**src/rtl/led_pwm_pkg.sv**
```systemverilog
// Shared definitions for the LED PWM bank: mode encodings and channel index width.
package led_pwm_pkg;

    localparam logic [2:0] MODE_OFF   = 3'b000;
    localparam logic [2:0] MODE_ON    = 3'b001;
    localparam logic [2:0] MODE_BLINK = 3'b010;
    localparam logic [2:0] MODE_PWM   = 3'b011;
    localparam logic [2:0] MODE_ACT   = 3'b100;

    // Channel index width; never narrower than one bit so a single-channel bank still has a port.
    function automatic int ch_w(input int n);
        return (n < 2) ? 1 : $clog2(n);
    endfunction

endpackage

```
**src/rtl/led_chan.sv**
```systemverilog
// One LED channel: mode/duty registers, RX synchronizer with activity stretch, registered LED drive.
module led_chan
    import led_pwm_pkg::*;
#(
    parameter int         PWM_W    = 8,
    parameter int         ACT_W    = 20,
    parameter logic [2:0] MODE_RST = MODE_BLINK
) (
    input  logic             clk,
    input  logic             rstn,
    input  logic             blink,
    input  logic [PWM_W-1:0] cnt_lo,
    input  logic             bnd,
    input  logic             we,
    input  logic [2:0]       wmode,
    input  logic [PWM_W-1:0] wduty,
    input  logic             rx,
    output logic             tx,
    output logic             led
);

    logic [2:0]       mode;
    logic [PWM_W-1:0] duty_shd;
    logic [PWM_W-1:0] duty_act;
    logic             s1, s2, s3;
    logic             fall;
    logic [ACT_W-1:0] act_cnt;
    logic             led_nxt;

    // Config registers; the active duty only moves on a PWM period boundary, preferring a same-edge write.
    always_ff @(posedge clk or negedge rstn) begin
        if (!rstn) begin
            mode     <= MODE_RST;
            duty_shd <= '0;
            duty_act <= '0;
        end else begin
            if (we) begin
                mode     <= wmode;
                duty_shd <= wduty;
            end
            if (bnd)
                duty_act <= we ? wduty : duty_shd;
        end
    end

    // Two-flop synchronizer plus one history flop for falling-edge detection; idle-high reset.
    always_ff @(posedge clk or negedge rstn) begin
        if (!rstn) begin
            s1 <= 1'b1;
            s2 <= 1'b1;
            s3 <= 1'b1;
        end else begin
            s1 <= rx;
            s2 <= s1;
            s3 <= s2;
        end
    end

    assign tx   = s2;
    assign fall = s3 & ~s2;

    // Activity stretch: reload on every falling edge, otherwise count down to zero; runs in all modes.
    always_ff @(posedge clk or negedge rstn) begin
        if (!rstn)
            act_cnt <= '0;
        else if (fall)
            act_cnt <= '1;
        else if (act_cnt != '0)
            act_cnt <= act_cnt - 1'b1;
    end

    // LED next-state by mode; undefined encodings fall through to off.
    always_comb begin
        led_nxt = 1'b0;
        case (mode)
            MODE_ON:    led_nxt = 1'b1;
            MODE_BLINK: led_nxt = blink;
            MODE_PWM:   led_nxt = (cnt_lo < duty_act);
            MODE_ACT:   led_nxt = (act_cnt != '0);
            default:    led_nxt = 1'b0;
        endcase
    end

    // Registered LED pin.
    always_ff @(posedge clk or negedge rstn) begin
        if (!rstn)
            led <= 1'b0;
        else
            led <= led_nxt;
    end

endmodule

```
**src/rtl/led_pwm_bank.sv**
```systemverilog
// Bank of NCH LED channels sharing one free-running prescaler and PWM period boundary.
module led_pwm_bank
    import led_pwm_pkg::*;
#(
    parameter int         NCH      = 3,
    parameter int         PRESC_W  = 26,
    parameter int         PWM_W    = 8,
    parameter int         ACT_W    = 20,
    parameter logic [2:0] MODE_RST = MODE_BLINK,
    localparam int        CH_W     = ch_w(NCH)
) (
    input  logic             clk,
    input  logic             rstn,
    input  logic             cfg_we,
    input  logic [CH_W-1:0]  cfg_ch,
    input  logic [2:0]       cfg_mode,
    input  logic [PWM_W-1:0] cfg_duty,
    input  logic [NCH-1:0]   uart_rx,
    output logic [NCH-1:0]   uart_tx,
    output logic [NCH-1:0]   led
);

    logic [PRESC_W-1:0] cnt;
    logic               bnd;
    logic [NCH-1:0]     ch_we;

    // Free-running prescaler, wraps naturally.
    always_ff @(posedge clk or negedge rstn) begin
        if (!rstn)
            cnt <= '0;
        else
            cnt <= cnt + 1'b1;
    end

    // Last cycle of each PWM period.
    assign bnd = &cnt[PWM_W-1:0];

    // Address decode; indices at or beyond NCH match no channel and are dropped.
    always_comb begin
        ch_we = '0;
        for (int i = 0; i < NCH; i++)
            ch_we[i] = cfg_we && (cfg_ch == CH_W'(i));
    end

    for (genvar g = 0; g < NCH; g++) begin : g_ch
        led_chan #(
            .PWM_W    (PWM_W),
            .ACT_W    (ACT_W),
            .MODE_RST (MODE_RST)
        ) u_chan (
            .clk    (clk),
            .rstn   (rstn),
            .blink  (cnt[PRESC_W-1]),
            .cnt_lo (cnt[PWM_W-1:0]),
            .bnd    (bnd),
            .we     (ch_we[g]),
            .wmode  (cfg_mode),
            .wduty  (cfg_duty),
            .rx     (uart_rx[g]),
            .tx     (uart_tx[g]),
            .led    (led[g])
        );
    end

endmodule

```
**config.mk**
```make
export PLATFORM = sky130hd
export DESIGN_NAME = led_pwm_bank
export DESIGN_NICKNAME = d
export VERILOG_FILES = /design/src/rtl/led_pwm_pkg.sv /design/src/rtl/led_chan.sv /design/src/rtl/led_pwm_bank.sv
export SDC_FILE = /design/constraint.sdc
export NUM_CORES = 1
export LEC_CHECK = 0
export ABC_CLOCK_PERIOD_IN_PS = 7550
export CAP_MARGIN = 15
export CORE_MARGIN = 2
export CORE_UTILIZATION = 35
export CTS_CLUSTER_DIAMETER = 40
export DETAILED_ROUTE_END_ITERATION = 6
export MAX_ROUTING_LAYER = met4
export PLACE_DENSITY = 0.55
export SETUP_SLACK_MARGIN = 0.02
export SLEW_MARGIN = 40
export SYNTH_ARGS = -nofsm -noshare
export SYNTH_HDL_FRONTEND = slang
export SYNTH_SLANG_ARGS = --single-unit
```
**constraint.sdc**
```tcl
create_clock -name clk -period 7.55 [get_ports clk]
set_clock_uncertainty 0.2 [all_clocks]
set_input_delay 2.265 -clock clk [delete_from_list [all_inputs] [get_ports clk]]
set_output_delay 2.265 -clock clk [all_outputs]
set_load 0.02 [all_outputs]
```
==> impl_metrics.ini <==
[logic_synthesis]
syn_area_mm2 = 0.00730
synth_cell_types = 50
synth_top_area_cell = dfrtp_1
yosys_warnings = 0
async_flop_share = 1.00
synth-main-ff-cell = dfrtp_1
postSynthAreaPerCell_um2 = 10.6
syn_inst = 686
synth_seq_cells = 155
synth_area_leaders = dfrtp_1, mux2_2, dfstp_2
netlist.area_leader.share = 0.490
yosysSeqAreaShare = 0.533
synth_edf_count = 0
synth_fp_nets = 730

[routing]
vias = 5020
routed_wl_mm = 14.3
wire_per_inst_um = 14.4
drt-vias-per-instance = 5.07
postRouteAntennaNets = 0
drc_errors = 0
dr.pass1.iters = 5
drtIter0Drc = 207

[clocking]
clk_path_buf_depth = 2
cts_hold_buf = 0
h-tree-depth = 4
path_clk_slew_ps = 60
cts_buffers = 17
cts_resized = 0
worstSkewPairLatency_ps = 420
clockRootBuffer = clkbuf_16
post-cts-setup-buffers = 0
cts_tree = done
clkSinkCount = 155

[timing]
fin_crit_ps = 4030
drv_slew = 0
fin_tns_setup_ps = 0
slew_headroom = 0.501
grt_setup_unrepaired = false
max_freq_ghz = 0.248
worst-slew-pin-transition_ps = 743
min_period_over_period = 0.534
setup_viol = 0
hold_violations = 0

[worst_setup_path]
ff2ff_setup_slack_ps = 4810
r2r_end = g_ch[1].u_chan.act_cnt[6]$_DFFE_PN0P_
endpoint_kind = output port
path_depth = 1
arrival_ps = 1570
crit_chain = clkdlybuf4s50_1
worst_path_max_delay_cell = clkdlybuf4s50_1
required_ps = 5090
worst_setup_path_start_kind = register
reg2regPathDepth = 5
regToRegStartpoint = g_ch[1].u_chan.act_cnt[5]$_DFFE_PN0P_
critPathCapture = uart_tx[1]
path_class = reg -> out
worstPathMaxFanout = 4
worstPathBufferInverterCount = 1
worstSetupStartpoint = g_ch[1].u_chan.tx$_DFF_PN1_
cp_top_family = buffers and inverters
max_stage_delay_ps = 600

[floorplanning]
ios = 25
rows = 52
die_w_um = 148
core_area_mm2 = 0.0204
die_y_um = 148
start_util = 0.359
fp.dieArea_mm2 = 0.0220

[placement]
port_buffers = 24
dp_hpwl_mm = 9.75
gp_congestion = 0.798

[cells_and_area]
area_growth_pct = 14.8
layout_common_cells = dfrtp_1, nand2_1, nor2_1, mux2_2, xnor2_1
final_nets = 751
drive_above_1_share = 0.135
final_common_cell = dfrtp_1
insertedDiodeCount = 0
fin_util = 0.412

[global_routing]
grt_overflow_total = 0
grt_usage = 0.143
grt_first_pass_wirelength_mm = 24.7
grt_pass1_vias = 5041
grt_max_degree = 97
antenna_found_initial = 0

[outcome]
status = completed

[pwr]
p_per_area_mw_per_mm2 = 232
leakage_nw = 3.20
vdd_drop_max_uv = 132

[hold_path]
hold_class = reg -> reg

[flow_run]
maxCapViolations = 0
-- state kept, by name (all words and copies together) (netlist names) --
register	cells
g_ch.u_chan.s3	3
g_ch.u_chan.tx	3
g_ch.u_chan.act_cnt	60
g_ch.u_chan.led	3
cnt	26
g_ch.u_chan.duty_act	24
g_ch.u_chan.s1	3
g_ch.u_chan.mode	9
g_ch.u_chan.duty_shd	24
-- worst min path at each step --
stage | start | depth (start not counted) | end
2_1_floorplan | g_ch[0].u_chan.s1$_DFF_PN1_ | 0 | g_ch[0].u_chan.tx$_DFF_PN1_
3_3_place_gp | g_ch[1].u_chan.s1$_DFF_PN1_ | 0 | g_ch[1].u_chan.tx$_DFF_PN1_
3_5_place_dp | g_ch[1].u_chan.s1$_DFF_PN1_ | 0 | g_ch[1].u_chan.tx$_DFF_PN1_
4_1_cts | g_ch[1].u_chan.s1$_DFF_PN1_ | 0 | g_ch[1].u_chan.tx$_DFF_PN1_
5_1_grt | g_ch[1].u_chan.s1$_DFF_PN1_ | 0 | g_ch[1].u_chan.tx$_DFF_PN1_
6_report | g_ch[1].u_chan.s1$_DFF_PN1_ | 0 | g_ch[1].u_chan.tx$_DFF_PN1_
-- final cells by class --
class	count	area (µm²)
Multi-Input combinational cell	474	3200
Timing Repair Buffer	26	264
Tap cell	270	338
Inverter	33	124
Fill cell	1892	12000
Sequential cell	155	3890
Clock inverter	14	134
Clock buffer	18	439
-- synthesized netlist by cell type, drive strengths merged (2+ instances only) --
cell and n:
dfrtp 143, nand2 70, nor2 46, mux2 38
xnor2 34, a21oi 33, inv 33, nand3 32
xor2 26, ha 25, nor3 25, o21ai 23
clkbuf 16, dfstp 12, nand4 12, nor4 12
or3 10, and3 8, buf 8, or4 8
a2111oi 7, nand2b 7, o211ai 6, o31ai 6
a31oi 4, nor2b 4, o311ai 4, a211oi 3
nand3b 3, nor3b 3, nor4b 3, a211o 2
and2 2, and4 2, mux2i 2, nand4b 2
o31a 2, or2 2, or4b 2
-- routing by layer --
metal / GRT usage / wire length, µm / share of wire
met3: 0.0328 / 448 / 0.031
met2: 0.227 / 6850 / 0.48
met1: 0.181 / 6740 / 0.47
met5: - / 0 / 0
met4: 0.0538 / 260 / 0.018
-- metrics by stage --
stage	setup slack (ps)	cells	hold WS (ps)	power (mW)	instance area [µm²]
finish	3520	990	156	1.95	8390
floorplan	3850	686	145	1.07	7300
global placement	3040	958	146	1.12	7780
CTS	3490	990	157	1.98	8370
global route	3460	990	160	2.04	8390
detailed placement	3130	958	147	1.14	7800
-- kinds of logic (layout without fill, tap and decap cells) --
group	count (synthesis)	count (layout)	synth area share
DFF	155	155	0.533
buffers and inverters	57	91	0.0336
muxes	40	40	0.0613
adders and majority gates	25	25	0.0428
AOI/OAI and AO/OA	95	95	0.0814
xor gates and xnor gates	60	60	0.0719
and+or+nand+nor	254	254	0.176
-- power breakdown --
| part | switching [mW] | internal [mW] |
|---|---|---|
| clock network | 0.358 | 0.470 |
| logic | 0.0873 | 0.0857 |
| registers | 0.0476 | 0.901 |
(Power assumes the default switching activity.)
